--- config.mk ---
export PLATFORM = sky130hd
export DESIGN_NAME = key_step_decoder
export DESIGN_NICKNAME = d
export VERILOG_FILES = /design/src/rtl/key_pkg.sv /design/src/rtl/key_step_decoder.sv
export SDC_FILE = /design/constraint.sdc
export NUM_CORES = 1
export LEC_CHECK = 0
export CAP_MARGIN = 15
export CORE_MARGIN = 8
export CORE_UTILIZATION = 46
export DETAILED_ROUTE_END_ITERATION = 6
export GPL_ROUTABILITY_DRIVEN = 0
export PLACE_DENSITY = 0.76
export SYNTH_ARGS = -nofsm -noshare
export SYNTH_HDL_FRONTEND = slang
export SYNTH_SLANG_ARGS = --single-unit
--- constraint.sdc ---
create_clock -name clk -period 2.03 [get_ports clk]
set_input_delay 0.406 -clock clk [delete_from_list [all_inputs] [get_ports clk]]
set_output_delay 0.406 -clock clk [all_outputs]
set_load 0.03 [all_outputs]
--- src/rtl/key_pkg.sv ---
// key_pkg: shared scan codes, key slot indices and enums for the PS/2 step decoder.
package key_pkg;

   localparam logic [7:0] SC_E0    = 8'hE0;
   localparam logic [7:0] SC_F0    = 8'hF0;
   localparam logic [7:0] SC_BAT   = 8'hAA;
   localparam logic [7:0] SC_A     = 8'h1C;
   localparam logic [7:0] SC_D     = 8'h23;
   localparam logic [7:0] SC_W     = 8'h1D;
   localparam logic [7:0] SC_SPACE = 8'h29;
   localparam logic [7:0] SC_ARR_L = 8'h6B;
   localparam logic [7:0] SC_ARR_R = 8'h74;
   localparam logic [7:0] SC_ARR_U = 8'h75;

   localparam int NKEY_MAX = 7;
   localparam int K_A  = 0;
   localparam int K_D  = 1;
   localparam int K_W  = 2;
   localparam int K_SP = 3;
   localparam int K_AL = 4;
   localparam int K_AR = 5;
   localparam int K_AU = 6;

   typedef enum logic [1:0] {ST_IDLE, ST_EXT, ST_BRK, ST_EXT_BRK} pfx_state_t;
   typedef enum logic {DIR_LEFT, DIR_RIGHT} dir_t;

endpackage

--- src/rtl/key_step_decoder.sv ---
// key_step_decoder: PS/2 make/break bytes to held-key step levels with last-pressed direction priority.
// Define ARROW_KEYS_EN to map E0 6B/74/75 (arrow keys) onto left/right/jump.
module key_step_decoder
   import key_pkg::*;
#(
   parameter logic [7:0] SC_LEFT  = SC_A,
   parameter logic [7:0] SC_RIGHT = SC_D,
   parameter logic [7:0] SC_JUMP0 = SC_W,
   parameter logic [7:0] SC_JUMP1 = SC_SPACE
) (
   input  logic       clk,
   input  logic       rst_n,
   input  logic [7:0] rx_data,
   input  logic       rx_valid,
   input  logic       clear,
   output logic       stepleft,
   output logic       stepright,
   output logic       stepjump,
   output logic       kbd_reset_seen
);

`ifdef ARROW_KEYS_EN
   localparam int NK = 7;
`else
   localparam int NK = 4;
`endif

   pfx_state_t    state, state_nxt;
   dir_t          dir, dir_nxt;
   logic [NK-1:0] held, held_nxt, mask;
   logic [NKEY_MAX-1:0] hc, hn;
   logic          ext, brk, bat;
   logic          left_c, right_c, left_n, right_n, jump_n;

   assign ext = state == ST_EXT || state == ST_EXT_BRK;
   assign brk = state == ST_BRK || state == ST_EXT_BRK;

   always_comb begin
      mask = '0;
      if (!ext) begin
         mask[K_A]  = rx_data == SC_LEFT;
         mask[K_D]  = rx_data == SC_RIGHT;
         mask[K_W]  = rx_data == SC_JUMP0;
         mask[K_SP] = rx_data == SC_JUMP1;
      end
`ifdef ARROW_KEYS_EN
      if (ext) begin
         mask[K_AL] = rx_data == SC_ARR_L;
         mask[K_AR] = rx_data == SC_ARR_R;
         mask[K_AU] = rx_data == SC_ARR_U;
      end
`endif
   end

   always_comb begin
      state_nxt = state;
      held_nxt  = held;
      bat       = 1'b0;
      if (clear) begin
         state_nxt = ST_IDLE;
         held_nxt  = '0;
      end else if (rx_valid) begin
         if (rx_data == SC_E0)
            state_nxt = (state == ST_EXT_BRK) ? ST_EXT_BRK : ST_EXT;
         else if (rx_data == SC_F0)
            state_nxt = ext ? ST_EXT_BRK : ST_BRK;
         else begin
            state_nxt = ST_IDLE;
            bat       = state == ST_IDLE && rx_data == SC_BAT;
            held_nxt  = bat ? '0 : brk ? (held & ~mask) : (held | mask);
         end
      end
   end

   // Arrow slots read as zero when the arrow bank is not built.
   assign hc      = NKEY_MAX'(held);
   assign hn      = NKEY_MAX'(held_nxt);
   assign left_c  = hc[K_A] | hc[K_AL];
   assign right_c = hc[K_D] | hc[K_AR];
   assign left_n  = hn[K_A] | hn[K_AL];
   assign right_n = hn[K_D] | hn[K_AR];
   assign jump_n  = hn[K_W] | hn[K_SP] | hn[K_AU];
   assign dir_nxt = clear ? DIR_RIGHT :
                    (left_n & ~left_c) ? DIR_LEFT :
                    (right_n & ~right_c) ? DIR_RIGHT : dir;

   always_ff @(posedge clk or negedge rst_n) begin
      if (!rst_n) begin
         state          <= ST_IDLE;
         held           <= '0;
         dir            <= DIR_RIGHT;
         stepleft       <= 1'b0;
         stepright      <= 1'b0;
         stepjump       <= 1'b0;
         kbd_reset_seen <= 1'b0;
      end else begin
         state          <= state_nxt;
         held           <= held_nxt;
         dir            <= dir_nxt;
         stepleft       <= left_n & (~right_n | dir_nxt == DIR_LEFT);
         stepright      <= right_n & (~left_n | dir_nxt == DIR_RIGHT);
         stepjump       <= jump_n;
         kbd_reset_seen <= bat;
      end
   end

endmodule

Yosys cells after proc, flatten, opt, wreduce, memory -nomap -nowiden

Cells that the tools add are included.

Register bits after elaboration: 11
Output and inout bits: 4
Word-level logic and storage cells: 57

Equality and inequality tests: 10
Multiplexer cells: 20
Bitwise logic cells: 15
Reduce and logical (&&, ||, !) cells: 5

Operator list:

| cell                                                            | number |
|---|---|
| 4-bit two-way mux                                               | 7 |
| 8-bit == test, second input constant                            | 3 |
| 8-bit by 5-bit == test with 1-bit output, second input constant | 2 |
| 8-bit by 6-bit == test with 1-bit output, second input constant | 2 |
| 2-bit two-way mux                                               | 5 |
| 1-bit two-way mux                                               | 8 |
| 1-bit NOT                                                       | 5 |
| 1-bit AND                                                       | 4 |
| 4-bit AND                                                       | 1 |
| 2-bit == test, second input constant                            | 2 |
| 4-bit NOT                                                       | 1 |
| 4-bit bitwise OR                                                | 1 |
| 1-bit bitwise OR                                                | 3 |
| 2-bit by 1-bit == test with 1-bit output, second input constant | 1 |
| 2-bit logical NOT                                               | 1 |
| 1-bit logical OR                                                | 2 |
| 2-bit nonzero test                                              | 1 |
| 1-bit logical AND                                               | 1 |

Longest topological paths before layout

Gate-level depths: netlist of the first run.

Word-level depth: 18
Mapped depth: 5
Depth with buffers taken out: 5

Worst setup path after synthesis of the first run

No wires, ideal clock.

Kind: input -> register
Start: input port rx_data[4]
End: register stepleft
Setup time: 0.119 ns
Arrival time: 1.840 ns
Setup slack: 0.071 ns
Stages on the path: 4
Buffers on the path: 0
Cells stage by stage: or3_4 > or4b_4 > o32a_2 > o21a_1

Longest elaborated chain between the ends: 17
Elaborated cells between the ends (all ways): 25
Those cells by class: 5 x eq/ne; 10 x mux; 9 x bitwise; 1 x reduce/logical

Ends and longest elaborated chain:

| item                                     | line                    | source |
|---|---|---|
| from (decl)                              | key_step_decoder.sv:13  | `input logic [7:0] rx_data,` |
| 8-bit by 6-bit == test with 1-bit output | key_step_decoder.sv:42  | `mask[K_D] = rx_data == SC_RIGHT;` |
| 4-bit two-way mux                        | key_step_decoder.sv:40  | `if (!ext) begin` |
| 4-bit NOT                                | key_step_decoder.sv:70  | `held_nxt = bat ? '0 : brk ? (held & ~mask) : (held \| mask);` |
| 4-bit AND                                | key_step_decoder.sv:70  |  |
| 4-bit two-way mux (2 in a row)           | key_step_decoder.sv:70  |  |
| 4-bit two-way mux                        | key_step_decoder.sv:65  | `else if (rx_data == SC_F0)` |
| 4-bit two-way mux (*)                    | key_step_decoder.sv:63  | `if (rx_data == SC_E0)` |
| 4-bit two-way mux (*)                    | key_step_decoder.sv:62  | `end else if (rx_valid) begin` |
| 4-bit two-way mux (*)                    | key_step_decoder.sv:59  | `if (clear) begin` |
| 1-bit AND                                | key_step_decoder.sv:85  | `(right_n & ~right_c) ? DIR_RIGHT : dir;` |
| 1-bit two-way mux                        | key_step_decoder.sv:85  |  |
| 1-bit two-way mux                        | key_step_decoder.sv:84  | `(left_n & ~left_c) ? DIR_LEFT :` |
| 1-bit two-way mux                        | key_step_decoder.sv:83  | `assign dir_nxt = clear ? DIR_RIGHT :` |
| 1-bit NOT                                | key_step_decoder.sv:100 | `stepleft <= left_n & (~right_n \| dir_nxt == DIR_LEFT);` |
| 1-bit bitwise OR                         | key_step_decoder.sv:100 |  |
| 1-bit AND (*)                            | key_step_decoder.sv:100 |  |
| to (signal assigned)                     | key_step_decoder.sv:100 |  |
| to (decl)                                | key_step_decoder.sv:16  | `output logic stepleft,` |

Every way passes the cells marked *; elsewhere a longest branch is shown, timed or not.
A chain may end at the register's enable or synchronous reset.

Final worst setup path of the first run

Start: input port rx_data[0]
End: register stepjump

Longest elaborated chain between the ends: 11
Elaborated cells between the ends (all ways): 17
Those cells by class: 5 x eq/ne; 7 x mux; 4 x bitwise; 1 x reduce/logical

Ends and longest elaborated chain:

| item                                     | line                    | source |
|---|---|---|
| 8-bit by 6-bit == test with 1-bit output | key_step_decoder.sv:44  | `mask[K_SP] = rx_data == SC_JUMP1;` |
| 4-bit two-way mux                        | key_step_decoder.sv:40  |  |
| 4-bit NOT                                | key_step_decoder.sv:70  |  |
| 4-bit AND                                | key_step_decoder.sv:70  |  |
| 4-bit two-way mux (2 in a row)           | key_step_decoder.sv:70  |  |
| 4-bit two-way mux                        | key_step_decoder.sv:65  |  |
| 4-bit two-way mux (*)                    | key_step_decoder.sv:63  |  |
| 4-bit two-way mux (*)                    | key_step_decoder.sv:62  |  |
| 4-bit two-way mux (*)                    | key_step_decoder.sv:59  |  |
| net held_nxt[3]                          | key_step_decoder.sv:30  | `logic [NK-1:0] held, held_nxt, mask;` |
| 1-bit bitwise OR (*)                     | key_step_decoder.sv:82  | `assign jump_n = hn[K_W] \| hn[K_SP] \| hn[K_AU];` |
| net jump_n                               | key_step_decoder.sv:33  | `logic left_c, right_c, left_n, right_n, jump_n;` |
| to (signal assigned)                     | key_step_decoder.sv:102 | `stepjump <= jump_n;` |
| to (decl)                                | key_step_decoder.sv:18  | `output logic stepjump,` |

Mark *: on every way through the listed nets, which the timed path passes. The rest lies on a longest branch.

==> results.json, run 1 <==
{
  "slew-limit-headroom_pct": 65.8,
  "synth_ff_type": "dfrtp_1",
  "outcome": "finished, final reports clean",
  "overflow": 0,
  "use_met1_pct": 14.1,
  "hpwlAfterDp_microns": 1380,
  "fill_cells": 93,
  "cp_data_required_time_ns": 2.25,
  "area_delta_synth_final_pct": 60.5,
  "synth_top_area_cell": "dfrtp_1",
  "fin_area_sq_um": 1020,
  "synth_seq_cells": 11,
  "wl_per_cell_microns": 18.5,
  "period_minus_slack_ns": 2.03,
  "grt_pass1_wl_microns": 3130,
  "synth_commonest_cells": "dfrtp_1, inv_1, a21oi_1, nor2_1",
  "drc": 0,
  "hp-class": "in -> async",
  "critPathCaptureType": "register",
  "insertion_delay_ns": 0.27,
  "synth_edf_count": 0,
  "rr_startpoint": "state[0]$_DFFE_PN0P_",
  "hold_viol_final": 0,
  "ys_top_cells_by_area": "dfrtp_1, dfstp_2, inv_1",
  "die_y_microns": 53.1,
  "cts_tree": "done",
  "synth_area_sq_um": 633,
  "peakVddDrop_mv": 0.495,
  "grt_pass1_vias": 752,
  "viasPerCell": 6.13,
  "via_count": 705,
  "gr-usage-met3_pct": 5.88,
  "synth.yosys.seq_area_share_pct": 43.7,
  "drt_iter0_drc": 25,
  "clock-sinks": 11,
  "syn_avg_cell_area_sq_um": 9.45,
  "grt_antenna_before_repair": 0,
  "start_util_pct": 48.7,
  "drv_slew": 0,
  "die-area_sq_um": 2820,
  "worst_pin_slew_ns": 0.512,
  "met2_usage_pct": 27.3,
  "grt_use_total_pct": 14.4,
  "core-area_sq_um": 1300,
  "criticalPathCategory": "in -> reg",
  "power_w": 0.000463,
  "die_w_microns": 53.1,
  "cts_buffers": 3,
  "clk_path_buf_depth": 2,
  "synth_fp_nets": 79,
  "place_area_sq_um": 911,
  "ant_nets": 0,
  "yosysTopAreaCellShare_pct": 39.5,
  "ys_warn_count": 0,
  "clock.fmax_ghz": 0.493,
  "dpl_worst_slack_ns": -0.430,
  "post-route-period-util_pct": 100,
  "synth.distinct_cells": 31,
  "htreeDepth": 1,
  "arrival_ns": 2.25,
  "root_buffer": "clkbuf_4",
  "start_kind": "primary input",
  "r2r_end": "stepleft$_DFF_PN0_",
  "yosysMostFrequentCell": "dfrtp_1",
  "dr.pass1.iters": 4,
  "synth_cells": 67,
  "cellPowerDensity_nw_per_um2": 455,
  "grt_max_degree": 12,
  "path_clk_slew_ns": 0.07,
  "portBuffers": 15,
  "reg2reg_depth": 5,
  "path_max_fanout": 5,
  "ios": 16,
  "fp-row-count": 13,
  "antenna_cells": 0,
  "finClkSkew_ns": 0.00265,
  "drv_cap": 0,
  "cts_setup_buffers": 0,
  "async_flop_share_pct": 100,
  "fin_nets": 113,
  "routed_wl_microns": 2130,
  "top_usage_layer": "met2",
  "drive_gt1_share_pct": 33.0,
  "rsz0062_at_grt": "true",
  "setup_viol": 0,
  "fin_ws_ns": 0.000155,
  "whs_ns": 0.468,
  "cts_hold_buf": 0,
  "reg2reg_slack_ns": 0.08,
  "p_leak_nw": 0.417
}
==> registers in the layout, indices dropped and copies added (netlist names) <==
| signal | cells |
|---|---|
| dir | 1 |
| held | 4 |
| kbd_reset_seen | 1 |
| state | 2 |
| stepjump | 1 |
| stepleft | 1 |
| stepright | 1 |
==> per-layer routing <==
layer | up-vias | share of wire [%] | wire length (microns)
met4 | 0 | 1.6 | 34
li1 | 322 | - | -
met1 | 346 | 38 | 803
met2 | 31 | 54 | 1150
met3 | 6 | 6.3 | 134
met5 | - | 0 | 0
==> worst max-delay path, stage by stage <==
cell and delay (ns):
clkdlybuf4s50_1 0.47, buf_4 0.19, nor4b_2 0.36, a31o_2 0.27
buf_4 0.12, a22oi_1 0.07, a21oi_1 0.23, or2_1 0.13
==> layout by cell type, fill, tap and decap left out, types with 2 or more instances in the layout <==
cell type        synthesis  layout
nand4bb_4                0       2
a21oi_2                  0       2
clkdlybuf4s50_1          0      13
nand2b_1                 3       3
a21oi_1                  5       3
nand4_1                  2       2
nand2_1                  3       3
dfrtp_1                 10      10
o21ai_0                  2       2
nor4b_2                  0       2
inv_1                    7       7
clkbuf_4                 0       3
nor2_1                   5       5
a31oi_1                  3       3
dlygate4sd2_1            0       2
nor4_1                   2       2
buf_4                    0      15
==> layout make-up <==
class                           instances  area, sq um  area share, %
Multi-Input combinational cell         48          408           40.1
Sequential cell                        11          277           27.2
Inverter                                7         26.3           2.59
Tap cell                               15         18.8           1.85
Timing Repair Buffer                   30          260           25.6
Clock buffer                            4         26.3           2.59
==> how the worst max path moves through the flow <==
stage                     from                  to  cells after the start  slack [ns]
CTS                 rx_data[4]  stepleft$_DFF_PN0_                      5       0.003
global route        rx_data[1]  stepleft$_DFF_PN0_                      6       -0.04
floorplan           rx_data[4]  stepleft$_DFF_PN0_                      4        0.07
detailed placement  rx_data[4]  stepleft$_DFF_PN0_                      5       -0.43
global placement    rx_data[4]  stepleft$_DFF_PN0_                      5       -0.41
finish              rx_data[0]  stepjump$_DFF_PN0_                      8      0.0002
==> stage by stage <==
stage	std cells	TNS, ns	util [%]
6_report	115	0	78.1
5_1_grt	115	-0.143	78.1
4_1_cts	115	0	72.7
3_5_place_dp	111	-2.75	70.0
3_3_place_gp	111	-2.49	70.0
2_1_floorplan	67	0	-
==> report_power, final <==
| part | leakage (nW) | switching [W] | internal (W) | total (W) |
|---|---|---|---|---|
| registers | 0.150 | 0.00000107 | 0.000220 | 0.000221 |
| clock network | 0.0150 | 0.0000786 | 0.0000762 | 0.000155 |
| logic | 0.252 | 0.0000393 | 0.0000471 | 0.0000864 |
==> what timing repair did <==
action / in CTS / in global routing
setup endpoints to repair: 4 / 8
pin swaps: 4 / 1
resized for setup: 3 / 9
==> kinds of logic after synthesis <==
| logic type | count (synthesis) | share of synthesized area (%) |
|---|---|---|
| DFF | 11 | 43.7 |
| buffers and inverters | 8 | 4.74 |
| and+or+nand+nor | 31 | 33.8 |
| AOI/OAI and AO/OA | 17 | 17.8 |
(Power assumes the default switching activity.)
==> run 2, diff against run 1 <==
Settings changed: CTS_CLUSTER_SIZE from default to 24.
==> results of run 2 <==
Same layout as run 1: the final DEF is identical, and so are final timing and power.
==> run 3, diff against run 2 <==
Settings changed: CTS_CLUSTER_SIZE 24 to default.
==> results of run 3 <==
Same layout as run 1: the final DEF is identical, and so are final timing and power.
